==> config.mk <==
export PLATFORM = sky130hd
export DESIGN_NAME = cart_bus_ctrl
export DESIGN_NICKNAME = d
export VERILOG_FILES = /design/src/rtl/cart_bus_pkg.sv /design/src/rtl/cart_bus_ctrl.sv
export SDC_FILE = /design/constraint.sdc
export NUM_CORES = 1
export LEC_CHECK = 0
export ABC_AREA = 1
export CORE_ASPECT_RATIO = 1.2
export CORE_MARGIN = 1
export CORE_UTILIZATION = 44
export DETAILED_ROUTE_END_ITERATION = 8
export HOLD_SLACK_MARGIN = 0.15
export PLACE_DENSITY_LB_ADDON = 0.1
export SLEW_MARGIN = 20
export SYNTH_ARGS = -nofsm -noshare
export SYNTH_HDL_FRONTEND = slang
export SYNTH_SLANG_ARGS = --single-unit
==> constraint.sdc <==
create_clock -name clk_8m -period 2 [get_ports clk_8m]
set_clock_uncertainty 0.05 [all_clocks]
set_input_delay 0.2 -clock clk_8m [delete_from_list [all_inputs] [get_ports clk_8m]]
set_output_delay 0.2 -clock clk_8m [all_outputs]
set_load 0.02 [all_outputs]
==> src/rtl/cart_bus_pkg.sv <==
// rtl/cart_bus_pkg.sv - shared types and constants for the cartridge bus controller
package cart_bus_pkg;

  typedef enum logic [1:0] {
    IDLE   = 2'd0,
    SETUP  = 2'd1,
    ACCESS = 2'd2,
    HOLD   = 2'd3
  } state_t;

  localparam int unsigned DEF_SETUP_CYC  = 1;
  localparam int unsigned DEF_ACCESS_CYC = 2;
  localparam int unsigned DEF_HOLD_CYC   = 1;

  // Upper three address bits selecting the cartridge RAM window 0xA000-0xBFFF
  localparam logic [2:0] CART_RAM_BASE_HI = 3'b101;

  function automatic logic is_cart_ram(input logic [15:0] addr);
    return addr[15:13] == CART_RAM_BASE_HI;
  endfunction

endpackage

==> src/rtl/cart_bus_ctrl.sv <==
// rtl/cart_bus_ctrl.sv - timed cartridge bus responder for the rom_rd/rom_bsy handshake (optional CART_WRITE_EN)
module cart_bus_ctrl
  import cart_bus_pkg::*;
#(
  parameter int unsigned SETUP_CYC  = DEF_SETUP_CYC,
  parameter int unsigned ACCESS_CYC = DEF_ACCESS_CYC,
  parameter int unsigned HOLD_CYC   = DEF_HOLD_CYC
) (
  input  logic        clk_8m,
  input  logic        rst_n,
  input  logic [15:0] rom_addr,
  input  logic        rom_rd,
`ifdef CART_WRITE_EN
  input  logic        rom_wr,
  input  logic [7:0]  rom_wdata,
  output logic [7:0]  cart_d_out,
  output logic        cart_d_oe,
`endif
  output logic        rom_bsy,
  output logic [7:0]  rom_data,
  output logic [15:0] cart_a,
  input  logic [7:0]  cart_d_in,
  output logic        cart_rd_n,
  output logic        cart_wr_n,
  output logic        cart_cs_n
);

  localparam logic [3:0] SETUP_LD  = 4'(SETUP_CYC);
  localparam logic [3:0] ACCESS_LD = 4'(ACCESS_CYC);
  localparam logic [3:0] HOLD_LD   = 4'(HOLD_CYC);

  state_t     state, state_nxt;
  logic [3:0] timer, timer_nxt;
  logic       expire;
  logic       start;

`ifdef CART_WRITE_EN
  logic is_wr;
  assign start = rom_rd | rom_wr;
`else
  assign start = rom_rd;
  assign cart_wr_n = 1'b1;
`endif

  // Busy must already be high in the strobe cycle so a requester never sees a stale low
  assign rom_bsy = start | (state != IDLE);

  // State register and per-state down-counter
  always_ff @(posedge clk_8m or negedge rst_n) begin
    if (!rst_n) begin
      state <= IDLE;
      timer <= 4'd0;
    end else begin
      state <= state_nxt;
      timer <= timer_nxt;
    end
  end

  // Next-state sequencing: each timed state lasts the number of cycles loaded on entry
  always_comb begin
    state_nxt = state;
    timer_nxt = timer;
    expire    = (timer <= 4'd1);
    case (state)
      IDLE: begin
        if (start) begin
          state_nxt = SETUP;
          timer_nxt = SETUP_LD;
        end
      end
      SETUP: begin
        if (expire) begin
          state_nxt = ACCESS;
          timer_nxt = ACCESS_LD;
        end else begin
          timer_nxt = timer - 4'd1;
        end
      end
      ACCESS: begin
        if (expire) begin
          state_nxt = HOLD;
          timer_nxt = HOLD_LD;
        end else begin
          timer_nxt = timer - 4'd1;
        end
      end
      HOLD: begin
        if (expire) begin
          state_nxt = IDLE;
          timer_nxt = 4'd0;
        end else begin
          timer_nxt = timer - 4'd1;
        end
      end
      default: begin
        state_nxt = IDLE;
        timer_nxt = 4'd0;
      end
    endcase
  end

  // Registered cart pins and return data; address and /CS held between accesses
  always_ff @(posedge clk_8m or negedge rst_n) begin
    if (!rst_n) begin
      cart_a    <= 16'h0000;
      cart_cs_n <= 1'b1;
      cart_rd_n <= 1'b1;
      rom_data  <= 8'h00;
`ifdef CART_WRITE_EN
      cart_wr_n  <= 1'b1;
      cart_d_out <= 8'h00;
      cart_d_oe  <= 1'b0;
      is_wr      <= 1'b0;
`endif
    end else begin
      case (state)
        IDLE: begin
          if (start) begin
            cart_a    <= rom_addr;
            cart_cs_n <= ~is_cart_ram(rom_addr);
`ifdef CART_WRITE_EN
            // A simultaneous read wins; the write is dropped
            is_wr     <= ~rom_rd;
            cart_d_oe <= ~rom_rd;
            if (!rom_rd) begin
              cart_d_out <= rom_wdata;
            end
`endif
          end
        end
        SETUP: begin
          if (expire) begin
`ifdef CART_WRITE_EN
            if (is_wr) begin
              cart_wr_n <= 1'b0;
            end else begin
              cart_rd_n <= 1'b0;
            end
`else
            cart_rd_n <= 1'b0;
`endif
          end
        end
        ACCESS: begin
          if (expire) begin
            cart_rd_n <= 1'b1;
`ifdef CART_WRITE_EN
            cart_wr_n <= 1'b1;
            if (!is_wr) begin
              rom_data <= cart_d_in;
            end
`else
            rom_data <= cart_d_in;
`endif
          end
        end
        HOLD: begin
          if (expire) begin
            cart_cs_n <= 1'b1;
`ifdef CART_WRITE_EN
            cart_d_oe <= 1'b0;
`endif
          end
        end
        default: begin
          cart_rd_n <= 1'b1;
        end
      endcase
    end
  end

endmodule

==> results.cfg <==
[yosys]
ys_async_sr_fraction_pct = 100
synth-seq-area-share_pct = 53.7
ys_top_cells_by_count = 48 x nand2_1, 30 x dfrtp_1, 16 x inv_1
yosysMostFrequentCell = nand2_1
synth_edf_count = 0
synthTopCellsByArea = dfrtp_1 50%, nand2_1 12%, mux2_4 8.0%
synthFlopType = dfrtp_1
ys_types = 20
synth_top_area_share_pct = 50.2
synth_area_leader_cell = dfrtp_1
ys_ff_latch = 32
avgSynthCellArea_sq_um = 10.2
syn-cell-area_sq_um = 1500
synthCells = 147
syn-num-nets = 181
yosysWarnings = 0

[clock_tree]
clock_latency_ps = 320
clk_pin_slew_ps = 100
cts_root_buf = clkbuf_4
cts_max_path_buffers = 2
cts_buffers = 5
cts_num_sinks = 32
cts_htree_levels = 2
cts_setup_buffers = 0
cts_tree = yes

[final_layout]
nNetsFinal = 240
fillerInstances = 260
antenna_cells = 0
drive_gt1_share_pct = 14.5
final_core_utilization_pct = 68.1
area_growth_pct = 42.8

[sta]
finalSetupViolCount = 0
rsz0062_at_grt = no
hold_violations = 0
finalCritPeriodShare_pct = 92.4
period_minus_slack_ps = 1850
slew_viol_final = 0
max_freq_ghz = 0.541
whs_ps = 222
fin_tns_setup_ps = 0

[drt]
post_drt_wl_per_cell_microns = 13.3
routed_wl_microns = 3230
drtIter0Drc = 30
final_antenna_net_count = 0
via_per_inst = 4.98
drcViolationCount = 0
vias = 1211
drt_pass1_iterations = 4

[placement]
port_buffers = 53
gp_congestion = 0.940
dp_hpwl_microns = 2470

[setup_path]
cp-start-kind = register
arrival_ps = 1600
critical_path_class = register to primary output
r2r_end = state[0]$_DFFE_PN0P_
crit_required_ps = 1750
worstSetupEndpointType = primary output
reg2reg_depth = 9
startpoint = state[0]$_DFFE_PN0P_
cp-endpoint = rom_bsy
r2r_start = timer[0]$_DFFE_PN0N_
cp_max_fo = 6
reg2reg_slack_ps = 420

[grt]
grt_start_max_net_pins = 33
overflow = 0
track_usage_pct = 19.7
antenna_found_initial = 0
grt_pass1_wl_microns = 5530
grt_pass1_vias = 1233

[power_and_ir_drop]
p_per_area_nw_per_um2 = 1730
leakagePower_uw = 0.00105
ir_drop_mv = 1.11

[min_path]
hold_path_class = input pin to asynchronous set/reset pin

[floorplan]
ioPinCount = 55
floorplan.initialDensity_pct = 47.7
die_area_sq_um = 3640
die_w_microns = 55.2
row_count = 22
core_sq_um = 3140
die_h_microns = 65.9

[status]
outcome = completed

[flow_run]
cap_viol_max_count = 0
[report_power, final]
part	switching [uW]	leakage (uW)	total (uW)	internal [uW]
Sequential	188	0.000385	1170	986
Clock	212	0.0000422	474	262
Combinational	1080	0.000626	2060	976
Total	1480	0.00105	3700	2220
[layer usage]
layer	part of all wire, %	GRT usage (%)	vias up
met2	53	33.9	49
met3	7.2	6.26	5
met5	0	0	-
met4	1.3	8.75	0
li1	-	-	577
met1	39	22.4	580
[cell type report]
type                    instances  area, sq um  area share (%)
flip-flops and latches         32          803            37.6
clock buffers                   6         41.3            1.93
clock inverters                 2         35.0            1.64
multi-input cells              96          612            28.6
repair buffers                 55          541            25.3
inverters                      16         60.1            2.81
well taps                      36         45.0            2.11
[worst max-delay path, stage by stage (launching register included)]
cell	delay, ps
dfrtp_1	430
inv_1	130
ha_2	220
inv_1	80
nor2_4	150
inv_1	110
clkbuf_2	160
[cell families (layout without fill, tap and decap cells)]
logic type	Yosys count	after routing	synth area share, %
AND/OR/NAND/NOR	65	65	18.4
flip-flops	32	32	53.7
buffers and inverters	19	79	5.60
multiplexers	15	15	13.3
adder cells (fa/ha/maj)	7	7	5.85
AO/OA/AOI/OAI	7	7	2.34
other	1	1	0.251
XOR/XNOR	1	1	0.585
[cell usage in the layout (no fill, tap or decap)]
| master | Yosys | final |
|---|---|---|
| clkdlybuf4s50_1 | 0 | 52 |
| nand2_1 | 48 | 48 |
| dfrtp_1 | 30 | 30 |
| inv_1 | 16 | 16 |
| mux2_4 | 8 | 8 |
| nand3_1 | 7 | 7 |
| mux2_2 | 7 | 7 |
| ha_1 | 7 | 6 |
| nor2_1 | 5 | 5 |
| o21ai_0 | 5 | 5 |
| clkbuf_4 | 0 | 5 |
| a21oi_1 | 2 | 2 |
| nand4_1 | 2 | 2 |
| dfstp_2 | 2 | 2 |
| buf_4 | 1 | 2 |
| nor2_4 | 1 | 1 |
| nand2_4 | 1 | 1 |
| and2_1 | 1 | 1 |
| xor2_1 | 1 | 1 |
| ha_2 | 0 | 1 |
| conb_1 | 1 | 1 |
| bufinv_16 | 0 | 1 |
| clkbuf_1 | 0 | 1 |
| clkinv_2 | 0 | 1 |
| clkbuf_2 | 0 | 1 |
[metrics by stage]
stage / total power [uW] / worst slack, ps / std cells / cell area [sq um]
4_1_cts: 3740 / 3.32 / 243 / 2140
2_1_floorplan: 2410 / 555 / 147 / 1500
3_5_place_dp: 3250 / 91.0 / 235 / 2060
3_3_place_gp: 3160 / 154 / 235 / 2060
6_report: 3700 / 151 / 243 / 2140
5_1_grt: 3990 / 29.8 / 243 / 2140
[registers in the layout (all words and copies together), names as in the netlist]
name	flops
cart_rd_n	1
timer	4
cart_a	16
state	2
cart_cs_n	1
rom_data	8
[repair_timing]
item	in CTS	in global routing
gates resized for setup	3	1
endpoints found under the hold margin	0	0
hold buffers	0	0
endpoints found under the setup margin	1	1
[how the worst min path moves through the flow]
stage	from	end	slack (ps)	cells past startpoint
after floorplan	rst_n	cart_a[0]$_DFFE_PN0P_	-150	0
after global placement	cart_cs_n$_DFFE_PN1P_	cart_cs_n$_DFFE_PN1P_	400	2
after detailed placement	cart_cs_n$_DFFE_PN1P_	cart_cs_n$_DFFE_PN1P_	410	2
after CTS	rst_n	cart_a[11]$_DFFE_PN0P_	240	2
after global routing	rst_n	cart_a[10]$_DFFE_PN0P_	250	2
final	rst_n	cart_a[11]$_DFFE_PN0P_	220	2
Note: power is estimated with default switching activity, not from simulation.
